**config.mk**
```make
export PLATFORM = sky130hd
export DESIGN_NAME = flash_rom_bridge
export DESIGN_NICKNAME = d
export VERILOG_FILES = /design/src/rtl/flash_rom_bridge.sv
export SDC_FILE = /design/constraint.sdc
export NUM_CORES = 1
export LEC_CHECK = 0
export ABC_AREA = 0
export CORE_MARGIN = 10
export CORE_UTILIZATION = 40
export DETAILED_ROUTE_END_ITERATION = 10
export SLEW_MARGIN = 15
export SYNTH_ARGS = -nofsm -noshare
export SYNTH_HDL_FRONTEND = slang
export SYNTH_SLANG_ARGS = --single-unit
```
**constraint.sdc**
```tcl
create_clock -name clk -period 4.3 [get_ports clk]
set_input_delay 1.29 -clock clk [delete_from_list [all_inputs] [get_ports clk]]
set_output_delay 1.29 -clock clk [all_outputs]
set_load 0.02 [all_outputs]
```
**src/rtl/flash_rom_bridge.sv**
```systemverilog
// 6809 ROM window served from SPI flash: READ (03h) + 24-bit addr + dummy.
// Define FLASH_ROM_CACHE_EN for a one-entry read cache.
module flash_rom_bridge #(
  parameter logic [15:0] ROM_BASE       = 16'hC000,
  parameter logic [23:0] FLASH_BASE     = 24'h000000,
  parameter int unsigned TIMEOUT_CYCLES = 1024
) (
  input  logic        clk,
  input  logic        rst_n,
  input  logic [15:0] i_ADDRESS_BUS,
  input  logic        i_RW,
  input  logic        i_E,
  input  logic        i_Q,
  output logic [7:0]  o_DATA,
  output logic        o_DATA_OE,
  output logic        o_MRDY,
  output logic        o_TX_VALID,
  output logic [7:0]  o_TX_DATA,
  input  logic        i_TX_READY,
  input  logic        i_RX_VALID,
  input  logic [7:0]  i_RX_DATA,
  output logic        o_CS_HOLD,
  output logic        o_ERR
);

  localparam int CW = $clog2(TIMEOUT_CYCLES + 1);
  localparam logic [CW-1:0] TO_LAST = CW'(TIMEOUT_CYCLES - 1);

  typedef enum logic [2:0] {
    S_IDLE, S_CMD, S_ADR2, S_ADR1,
    S_ADR0, S_DUMMY, S_WAIT, S_DRIVE
  } state_t;

  state_t state_q, state_d;

  logic        e_s1_q, e_s2_q, e_prev_q;
  logic        q_s1_q, q_s2_q, q_prev_q;
  logic        rw_s1_q, rw_s2_q;
  logic [15:0] addr_s1_q, addr_s2_q;

  logic          mrdy_q, mrdy_d;
  logic          oe_q, oe_d;
  logic [7:0]    data_q, data_d;
  logic          txv_q, txv_d;
  logic [7:0]    txd_q, txd_d;
  logic          cs_q, cs_d;
  logic          err_q, err_d;
  logic [CW-1:0] cnt_q, cnt_d;
  logic [23:0]   fa_q, fa_d;

  logic        q_rise, e_fall, req, hs, busy, tmo, rx_done;
  logic        hit;
  logic [7:0]  hit_data;
  logic [23:0] fa_calc;

  assign q_rise  = q_s2_q & ~q_prev_q;
  assign e_fall  = e_prev_q & ~e_s2_q;
  assign req     = q_rise & rw_s2_q & (addr_s2_q >= ROM_BASE);
  assign hs      = txv_q & i_TX_READY;
  assign busy    = (state_q != S_IDLE) && (state_q != S_DRIVE);
  assign tmo     = (cnt_q == TO_LAST);
  assign rx_done = (state_q == S_WAIT) && i_RX_VALID;
  assign fa_calc = FLASH_BASE + (24'(addr_s2_q) - 24'(ROM_BASE));

`ifdef FLASH_ROM_CACHE_EN
  logic        c_vld_q, c_vld_d;
  logic [15:0] c_tag_q, c_tag_d;
  logic [7:0]  c_dat_q, c_dat_d;
  logic [15:0] req_addr_q, req_addr_d;

  assign hit      = c_vld_q && (c_tag_q == addr_s2_q);
  assign hit_data = c_dat_q;

  always_comb begin
    c_vld_d    = c_vld_q;
    c_tag_d    = c_tag_q;
    c_dat_d    = c_dat_q;
    req_addr_d = req_addr_q;
    if (state_q == S_IDLE && req) req_addr_d = addr_s2_q;
    if (rx_done) begin
      c_vld_d = 1'b1;
      c_tag_d = req_addr_q;
      c_dat_d = i_RX_DATA;
    end
  end

  always_ff @(posedge clk or negedge rst_n) begin
    if (!rst_n) begin
      c_vld_q    <= 1'b0;
      c_tag_q    <= '0;
      c_dat_q    <= '0;
      req_addr_q <= '0;
    end else begin
      c_vld_q    <= c_vld_d;
      c_tag_q    <= c_tag_d;
      c_dat_q    <= c_dat_d;
      req_addr_q <= req_addr_d;
    end
  end
`else
  assign hit      = 1'b0;
  assign hit_data = 8'h00;
`endif

  always_comb begin
    state_d = state_q;
    mrdy_d  = mrdy_q;
    data_d  = data_q;
    txv_d   = txv_q;
    txd_d   = txd_q;
    cs_d    = cs_q;
    err_d   = err_q;
    cnt_d   = cnt_q;
    fa_d    = fa_q;
    if (busy) cnt_d = cnt_q + CW'(1);
    // A byte arriving on the last allowed cycle still wins over the timeout
    if (busy && tmo && !rx_done) begin
      state_d = S_DRIVE;
      data_d  = 8'hFF;
      err_d   = 1'b1;
      mrdy_d  = 1'b1;
      txv_d   = 1'b0;
      txd_d   = 8'h00;
      cs_d    = 1'b0;
    end else begin
      unique case (state_q)
        S_IDLE: begin
          if (req && hit) begin
            state_d = S_DRIVE;
            data_d  = hit_data;
          end else if (req) begin
            state_d = S_CMD;
            mrdy_d  = 1'b0;
            txv_d   = 1'b1;
            txd_d   = 8'h03;
            cs_d    = 1'b1;
            cnt_d   = '0;
            fa_d    = fa_calc;
          end
        end
        S_CMD: if (hs) begin
          state_d = S_ADR2;
          txd_d   = fa_q[23:16];
        end
        S_ADR2: if (hs) begin
          state_d = S_ADR1;
          txd_d   = fa_q[15:8];
        end
        S_ADR1: if (hs) begin
          state_d = S_ADR0;
          txd_d   = fa_q[7:0];
        end
        S_ADR0: if (hs) begin
          state_d = S_DUMMY;
          txd_d   = 8'h00;
        end
        S_DUMMY: if (hs) begin
          state_d = S_WAIT;
          txv_d   = 1'b0;
        end
        S_WAIT: if (i_RX_VALID) begin
          state_d = S_DRIVE;
          data_d  = i_RX_DATA;
          mrdy_d  = 1'b1;
          cs_d    = 1'b0;
        end
        S_DRIVE: if (e_fall) state_d = S_IDLE;
        default: state_d = S_IDLE;
      endcase
    end
    oe_d = (state_d == S_DRIVE) && e_s2_q;
  end

  always_ff @(posedge clk or negedge rst_n) begin
    if (!rst_n) begin
      e_s1_q    <= 1'b0;
      e_s2_q    <= 1'b0;
      e_prev_q  <= 1'b0;
      q_s1_q    <= 1'b0;
      q_s2_q    <= 1'b0;
      q_prev_q  <= 1'b0;
      rw_s1_q   <= 1'b0;
      rw_s2_q   <= 1'b0;
      addr_s1_q <= '0;
      addr_s2_q <= '0;
      state_q   <= S_IDLE;
      mrdy_q    <= 1'b1;
      oe_q      <= 1'b0;
      data_q    <= '0;
      txv_q     <= 1'b0;
      txd_q     <= '0;
      cs_q      <= 1'b0;
      err_q     <= 1'b0;
      cnt_q     <= '0;
      fa_q      <= '0;
    end else begin
      e_s1_q    <= i_E;
      e_s2_q    <= e_s1_q;
      e_prev_q  <= e_s2_q;
      q_s1_q    <= i_Q;
      q_s2_q    <= q_s1_q;
      q_prev_q  <= q_s2_q;
      rw_s1_q   <= i_RW;
      rw_s2_q   <= rw_s1_q;
      addr_s1_q <= i_ADDRESS_BUS;
      addr_s2_q <= addr_s1_q;
      state_q   <= state_d;
      mrdy_q    <= mrdy_d;
      oe_q      <= oe_d;
      data_q    <= data_d;
      txv_q     <= txv_d;
      txd_q     <= txd_d;
      cs_q      <= cs_d;
      err_q     <= err_d;
      cnt_q     <= cnt_d;
      fa_q      <= fa_d;
    end
  end

  assign o_DATA     = data_q;
  assign o_DATA_OE  = oe_q;
  assign o_MRDY     = mrdy_q;
  assign o_TX_VALID = txv_q;
  assign o_TX_DATA  = txd_q;
  assign o_CS_HOLD  = cs_q;
  assign o_ERR      = err_q;

endmodule

```
Word level (Yosys, flattened, before mapping)
Cells that the tools add are included.
{"block": "word_totals", "romBits": 0, "reg_bits": 99, "n_memories": 0, "out_inout_bits": 21, "latch_bits": 0, "in_bits": 31, "mem_bits_rw": 0}
{"block": "op_classes", "n_reduce_logical": 18, "mux": 35, "order_cmp": 1, "multipliers": 0, "bitwise": 8, "n_eq_ne": 17, "shifts": 0, "add_sub_neg": 2, "div": 0}
{"operator": "$mux W8", "n": 9}
{"operator": "$mux W11", "n": 4}
{"operator": "$pmux W8 S5", "n": 1}
{"operator": "$mux W3", "n": 9}
{"operator": "$pmux W3 S8", "n": 1}
{"operator": "$ne A3 B3 Y1 const B", "n": 7}
{"operator": "$sub A16 B16 Y17 const B", "n": 1}
{"operator": "$ge A16 B16 Y1 const B", "n": 1}
{"operator": "$eq A3 B3 Y1 const B", "n": 5}
{"operator": "$add A11 B1 Y11 const B", "n": 1}
{"operator": "$eq A11 B10 Y1 const B", "n": 1}
{"operator": "$reduce_and A3 Y1", "n": 3}
{"operator": "$reduce_bool A3 Y1", "n": 3}
{"operator": "$mux W1", "n": 8}
{"operator": "$eq A3 B2 Y1 const B", "n": 2}
{"operator": "$pmux W1 S2", "n": 3}
{"operator": "$reduce_and A6 Y1", "n": 1}
{"operator": "$reduce_bool A6 Y1", "n": 1}
{"operator": "$and A1 B1 Y1", "n": 5}
{"operator": "$logic_and A1 B1 Y1", "n": 5}
{"operator": "$reduce_bool A2 Y1", "n": 2}
{"operator": "$eq A3 B1 Y1 const B", "n": 1}
{"operator": "$logic_not A3 Y1", "n": 1}
{"operator": "$ne A3 B2 Y1 const B", "n": 1}
{"operator": "other kinds (3)", "n": 5}

Longest topological paths before layout
Gate-level depths: netlist (run 1).
{"block": "depth", "ltp_word": 9, "mapped_depth": 8}

Worst setup path after synthesis (run 1)
No wires, ideal clock.
{"block": "synth_timing", "kind": "input -> register", "start": "input i_RX_VALID", "end": "register txd_q[7], in the netlist o_TX_DATA[7]", "slack_ps": 1936, "path_stages": 6, "n_path_buf": 1, "t_arrival_ps": 2286, "cell_sequence": "nand3_1 nor2_4 nor4_2 or4_1 buf_2 o2bb2ai_1"}
{"block": "synth_between", "elab_chain_len": 5, "elab_cells_between_ends": 11}
{"element": "start: declaration", "line_no": "20", "source": "input logic i_RX_VALID,"}
{"element": "$logic_and A1 B1 Y1 *", "line_no": "62", "source": "assign rx_done = (state_q == S_WAIT) && i_RX_VALID;"}
{"element": "$logic_not A1 Y1 *", "line_no": "117", "source": "if (busy && tmo && !rx_done) begin"}
{"element": "$logic_and A1 B1 Y1 *", "line_no": "117"}
{"element": "$reduce_bool A6 Y1 (no source line) / $ne A3 B3 Y1 (equally long branches)"}
{"element": "$reduce_and A6 Y1 (no source line)"}
{"element": "end signal: assignment", "line_no": "212", "source": "txd_q <= txd_d;"}
{"element": "end: declaration", "line_no": "45", "source": "logic [7:0] txd_q, txd_d;"}
Every way passes the cells marked *; elsewhere a longest branch is shown, timed or not.
A chain may end at the register's enable or synchronous reset.

Worst setup path in the final report (run 1)
Ends and elaborated chain as after synthesis.

==> impl_metrics.tcl, run 1 <==
set metrics [dict create \
    slew_viol_final 0 \
    n_antenna_cell 0 \
    wire_per_inst_um 15.5 \
    clockBufferDepth 2 \
    async_flop_share_pct 100 \
    crit_path_max_incr_delay_ps 560 \
    rr_worst_depth 4 \
    num_vias 2244 \
    synthCells 285 \
    critPathCaptureType "flop" \
    antenna_left 0 \
    die_w_um 113 \
    core-area_um2 8590 \
    totalWireLength_mm 7.01 \
    fp.dieH_um 113 \
    post-dp-hpwl_mm 4.79 \
    crit_start "i_RX_VALID" \
    crit_type "in -> reg" \
    cts_hold_buf 0 \
    cp-start-kind "primary input" \
    cp_max_fo 18 \
    status "finished, final reports clean" \
    layout-drive-gt1-share_pct 12.8 \
    ios 52 \
    grt_pass1_vias 2351 \
    switching_share_pct 34.0 \
    antenna_found_initial 0 \
    max-slew-margin-rel_pct 45.8 \
    clk_latency_ps 360 \
    clock-sinks 92 \
    cts_buffers 9 \
    cp-endpoint "o_TX_DATA[7]" \
    syn_area_per_cell_um2 12.3 \
    syn_nets 318 \
    p_int_w 0.00159 \
    cts_setup_buffers 0 \
    dp.cells 436 \
    rsz0062_at_grt "no" \
    worst_pin_slew_ps 812 \
    setup_viol 0 \
    worst_hold_slack_ps 355 \
    path_depth 6 \
    cts_tree "done" \
    crit_arrival_ps 3140 \
    grt_usage_pct 11.3 \
    fp-row-count 34 \
    clock.fmax_mhz 350 \
    fin_tns_setup_ps 0 \
    ctsResizeCount 0 \
    firstDrtPassIters 4 \
    synth_cell_type_count 40 \
    seq_area_frac_synth_pct 65.9 \
    worst_path_max_delay_cell "or4_1" \
    clk_pin_slew_ps 90 \
    cts_root_buf "clkbuf_8" \
    hold_path_startpoint "rw_s1_q" \
    finalCritPeriodShare_pct 66.4 \
    synth_common_cells "dfrtp_1, nand2_1, nor2_1" \
    cts_max_level 3 \
    initial_core_util_pct 40.7 \
    cp.required_ps 4580 \
    cp_cell_sequence "clkdlybuf4s50_1, nand3_1, nor2_4, nor4_2, or4_1, o2bb2ai_1" \
    power.net_switching_w 0.000818 \
    drt_iter0_markers 108 \
    yosys_warnings 0 \
    power_frac_seq_pct 48.5 \
    hold_viol_final 0 \
    rr_startpoint "state_q[2]" \
    cp_top_family "simple AND/OR/NAND/NOR gates" \
    synth_most_common_cell "dfrtp_1" \
    vdd_drop_max_uv 223 \
    placed_cell_area_um2 4110 \
    netlist_area_um2 3490 \
    drv_cap 0 \
    drcViolationCount 0 \
    grt-ovfl-total 0 \
    ys.flop_type "dfrtp_1" \
    power.density_nw_per_um2 559 \
    port_buffers 51 \
    yosysTopAreaCell "dfrtp_1" \
    synth_edf_count 0 \
    hold_class "reg -> reg" \
    power.share.clock_pct 23.4 \
    r2r_end "fa_q[10]" \
    synth_seq_cells 92 \
    grt_first_pass_wirelength_mm 12.0 \
    fin_area_um2 4300 \
    nets 372 \
    min_period_ps 2860 \
    synth.top_cell.area_share_pct 65.2 \
    grt_max_degree 66 \
    gp_congestion 0.774 \
    viasPerCell 4.96 \
    instances_no_fill 452 \
    area_delta_synth_final_pct 23.0 \
    fin_skew_ps 6.10 \
    combinationalPowerShare_pct 28.0 \
    die-area_um2 12900 \
    path_buf_inv 1 \
    ys_top_cells_by_area "dfrtp_1, mux2_2, nand2_1" \
    r2r_slack_ps 1710 \
    power_leakage_nw 1.87 \
]
-- worst min-delay path by stage --
stage	endpoint	depth (start not counted)
2_1_floorplan	addr_s2_q[0]	0
3_3_place_gp	addr_s2_q[3]	0
3_5_place_dp	addr_s2_q[10]	0
4_1_cts	addr_s2_q[7]	0
5_1_grt	addr_s2_q[5]	0
6_report	rw_s2_q	0
-- kinds of logic after synthesis --
family	count (synthesis)	share of synthesized area, %
mux	18	5.69
compound gates	55	10.2
xor+xnor	6	1.50
flops	92	65.9
buf+inv	18	2.58
simple gates	94	13.4
fa+ha+maj	2	0.716
-- placed cells by master (no fill, tap or decap), types with 2 or more instances in the layout --
cell type / instances
o21ai_0: 19
a211oi_1: 2
nand2_1: 30
or3_1: 3
clkdlybuf4s50_1: 50
a22oi_1: 8
mux2_2: 15
inv_1: 4
nand2b_1: 4
xor2_1: 4
or4_1: 2
nor2b_1: 2
inv_6: 3
a21oi_1: 10
o32ai_1: 2
xnor2_1: 2
dfrtp_1: 91
nor2_1: 27
and3_1: 4
nand3_1: 10
buf_4: 7
ha_1: 2
o2bb2ai_1: 8
o22ai_1: 3
clkbuf_8: 10
nor3_1: 4
mux2i_1: 3
-- stage by stage --
| stage | util, % | power (W) | worst slack [ps] |
|---|---|---|---|
| 2_1_floorplan | - | 0.00161 | 1940 |
| 3_3_place_gp | 47.8 | 0.00185 | 1160 |
| 3_5_place_dp | 47.8 | 0.00187 | 1060 |
| 4_1_cts | 50.0 | 0.00244 | 1450 |
| 5_1_grt | 50.0 | 0.00257 | 1300 |
| 6_report | 50.0 | 0.00240 | 1440 |
-- state kept, by name, summed over array words and instances, names as in the netlist, 3 cells and up --
name / flops
addr_s1_q: 16
state_q: 3
o_DATA: 8
o_TX_DATA: 8
cnt_q: 11
fa_q: 17
addr_s2_q: 16
-- power by group through the flow --
stage | Sequential, W | Combinational [W] | Clock, W
6_report | 0.00117 | 0.000674 | 0.000564
5_1_grt | 0.00120 | 0.000756 | 0.000619
4_1_cts | 0.00117 | 0.000688 | 0.000581
3_5_place_dp | 0.00119 | 0.000685 | 0
3_3_place_gp | 0.00118 | 0.000667 | 0
2_1_floorplan | 0.00121 | 0.000396 | 0
-- routing by layer --
metal  wire length (um)  GRT usage, %  share of wire (%)
met2               3270          17.1                 47
met1               3330          15.0                 47
met3                283          2.94                4.0
met4                123          4.57                1.8
met5                  0             0                  0
-- layout make-up --
type / count / area (um^2)
Fill cell: 786 / 4290
Sequential cell: 92 / 2300
Multi-Input combinational cell: 175 / 1100
Timing Repair Buffer: 57 / 553
Clock buffer: 10 / 138
Tap cell: 108 / 135
Clock inverter: 6 / 53.8
Inverter: 4 / 15.0
(Power assumes the default switching activity.)
==> run 2: changes to the inputs <==
==> constraint.sdc (replaced) <==
create_clock -name clk -period 2.5 [get_ports clk]
set_input_delay 0.75 -clock clk [delete_from_list [all_inputs] [get_ports clk]]
set_output_delay 0.75 -clock clk [all_outputs]
set_load 0.02 [all_outputs]
==> run 2 against run 1 <==
Effect of this change:
- worst setup slack got worse by 1200 ps
- largest cell class unchanged
- sequential power is 71% higher
- combinational power up 78%
- largest power group unchanged
- clock-buffer cell count unchanged
- core utilization barely moved
- via count increased by 1.2%
- total power grew 67%
==> impl_metrics.tcl, run 2 (synthesis gave the netlist of run 1 again) <==
set metrics [dict create \
    ctsResizeCount 0 \
    die-area_um2 12900 \
    num_vias 2270 \
    worst_pin_slew_ps 495 \
    clock.fmax_mhz 444 \
    slew_viol_final 0 \
    critPathCaptureType "primary output" \
    grt_pass1_vias 2300 \
    viasPerCell 5.01 \
    crit_arrival_ps 1500 \
    layout_commonest_cell "dfrtp_1" \
    cts_hold_buf 0 \
    hold_class "in -> async" \
    fp.dieH_um 113 \
    rsz0062_at_grt "no" \
    ios 52 \
    clk_latency_ps 350 \
    nets 376 \
    hold_viol_final 0 \
    core-area_um2 8590 \
    rr_worst_depth 6 \
    finalCritPeriodShare_pct 90.0 \
    cts_buffers 9 \
    fp-row-count 34 \
    placed_cell_area_um2 4150 \
    clock-sinks 92 \
    setup_viol 0 \
    cts_root_buf "clkbuf_8" \
    fin_area_um2 4300 \
    layout-drive-gt1-share_pct 12.8 \
    fin_tns_setup_ps 0 \
    antenna_left 0 \
    power.density_nw_per_um2 936 \
    post-dp-hpwl_mm 4.82 \
    clockBufferDepth 2 \
    cp_cell_sequence "clkdlybuf4s50_1" \
    path_depth 1 \
    firstDrtPassIters 4 \
    crit_path_max_incr_delay_ps 620 \
    fin_skew_ps 8.64 \
    final_cell_mix "dfrtp_1, clkdlybuf4s50_1, nand2_1" \
    totalWireLength_mm 6.91 \
    top_register "fa_q" \
    max-slew-margin-rel_pct 66.8 \
    largest_reg_flops 17 \
    area_delta_synth_final_pct 22.9 \
    final_util_pct 50.0 \
    cp-start-kind "flop" \
    clk_pin_slew_ps 90 \
    grt_first_pass_wirelength_mm 11.9 \
    power_leakage_nw 1.88 \
    grt_max_degree 65 \
    cp.required_ps 1750 \
    cts_tree "done" \
    rr_startpoint "cnt_q[0]" \
    status "finished, final reports clean" \
    r2r_end "o_TX_DATA[0]" \
    path_buf_inv 1 \
    drv_cap 0 \
    grt-ovfl-total 0 \
    gp_congestion 0.818 \
    cts_setup_buffers 0 \
    initial_core_util_pct 40.7 \
    die_w_um 113 \
    r2r_slack_ps 470 \
    worst_path_max_delay_cell "clkdlybuf4s50_1" \
    cts_max_level 3 \
    drcViolationCount 0 \
    port_buffers 51 \
    drt_iter0_markers 87 \
    n_antenna_cell 0 \
    crit_start "o_MRDY" \
    cp_max_fo 2 \
    grt_usage_pct 11.2 \
    crit_type "reg -> out" \
    top_regs "fa_q: 17 flops, addr_s1_q: 16 flops, addr_s2_q: 16 flops" \
    vdd_drop_max_uv 343 \
    antenna_found_initial 0 \
    min_period_ps 2250 \
    fillCellCount 766 \
    cp_top_family "buffers and inverters" \
    cp-endpoint "o_MRDY" \
    wire_per_inst_um 15.2 \
]
-- run 2: cell types whose count changed in the layout (fill, tap and decap cells not counted), sizes merged --
cell,change
buf,+4
inv,-4
clkinv,+1
-- run 2: stage by stage --
| stage | total power, W | cells | hold WS [ps] | worst slack, ps |
|---|---|---|---|---|
| after floorplan | 0.00277 | 285 | 331 | 534 |
| after global placement | 0.00321 | 440 | 332 | 141 |
| after detailed placement | 0.00324 | 440 | 335 | 108 |
| after CTS | 0.00406 | 453 | 323 | 226 |
| after global routing | 0.00429 | 453 | 342 | 203 |
| final | 0.00402 | 453 | 314 | 250 |
-- run 2: final cells by class --
class,count,area [um^2],area share [%]
Timing Repair Buffer,61,596,13.9
Sequential cell,92,2300,53.6
Inverter,4,15.0,0.350
Clock inverter,3,17.5,0.408
Tap cell,108,135,3.15
Multi-Input combinational cell,175,1100,25.6
Clock buffer,10,128,2.97
-- run 2: report_power, final --
group	leakage (nW)	internal, W	switching (W)
clock	0.0739	0.000342	0.000475
sequential	1.14	0.00179	0.000209
combinational	0.667	0.000555	0.000650
total	1.88	0.00269	0.00133
-- run 2: routing by layer --
metal	GRT usage [%]	part of all wire [%]
met1	14.9	46
met2	16.8	48
met3	2.99	5.0
met4	4.82	0.98
met5	0	0
-- run 2: how the worst min path moves through the flow --
stage               slack (ps)  depth (start not counted)             to
CTS                        320                          1       e_prev_q
detailed placement         330                          0  addr_s2_q[12]
global placement           330                          0   addr_s2_q[3]
floorplan                  330                          0   addr_s2_q[0]
finish                     310                          1       e_prev_q
global route               340                          1       e_prev_q
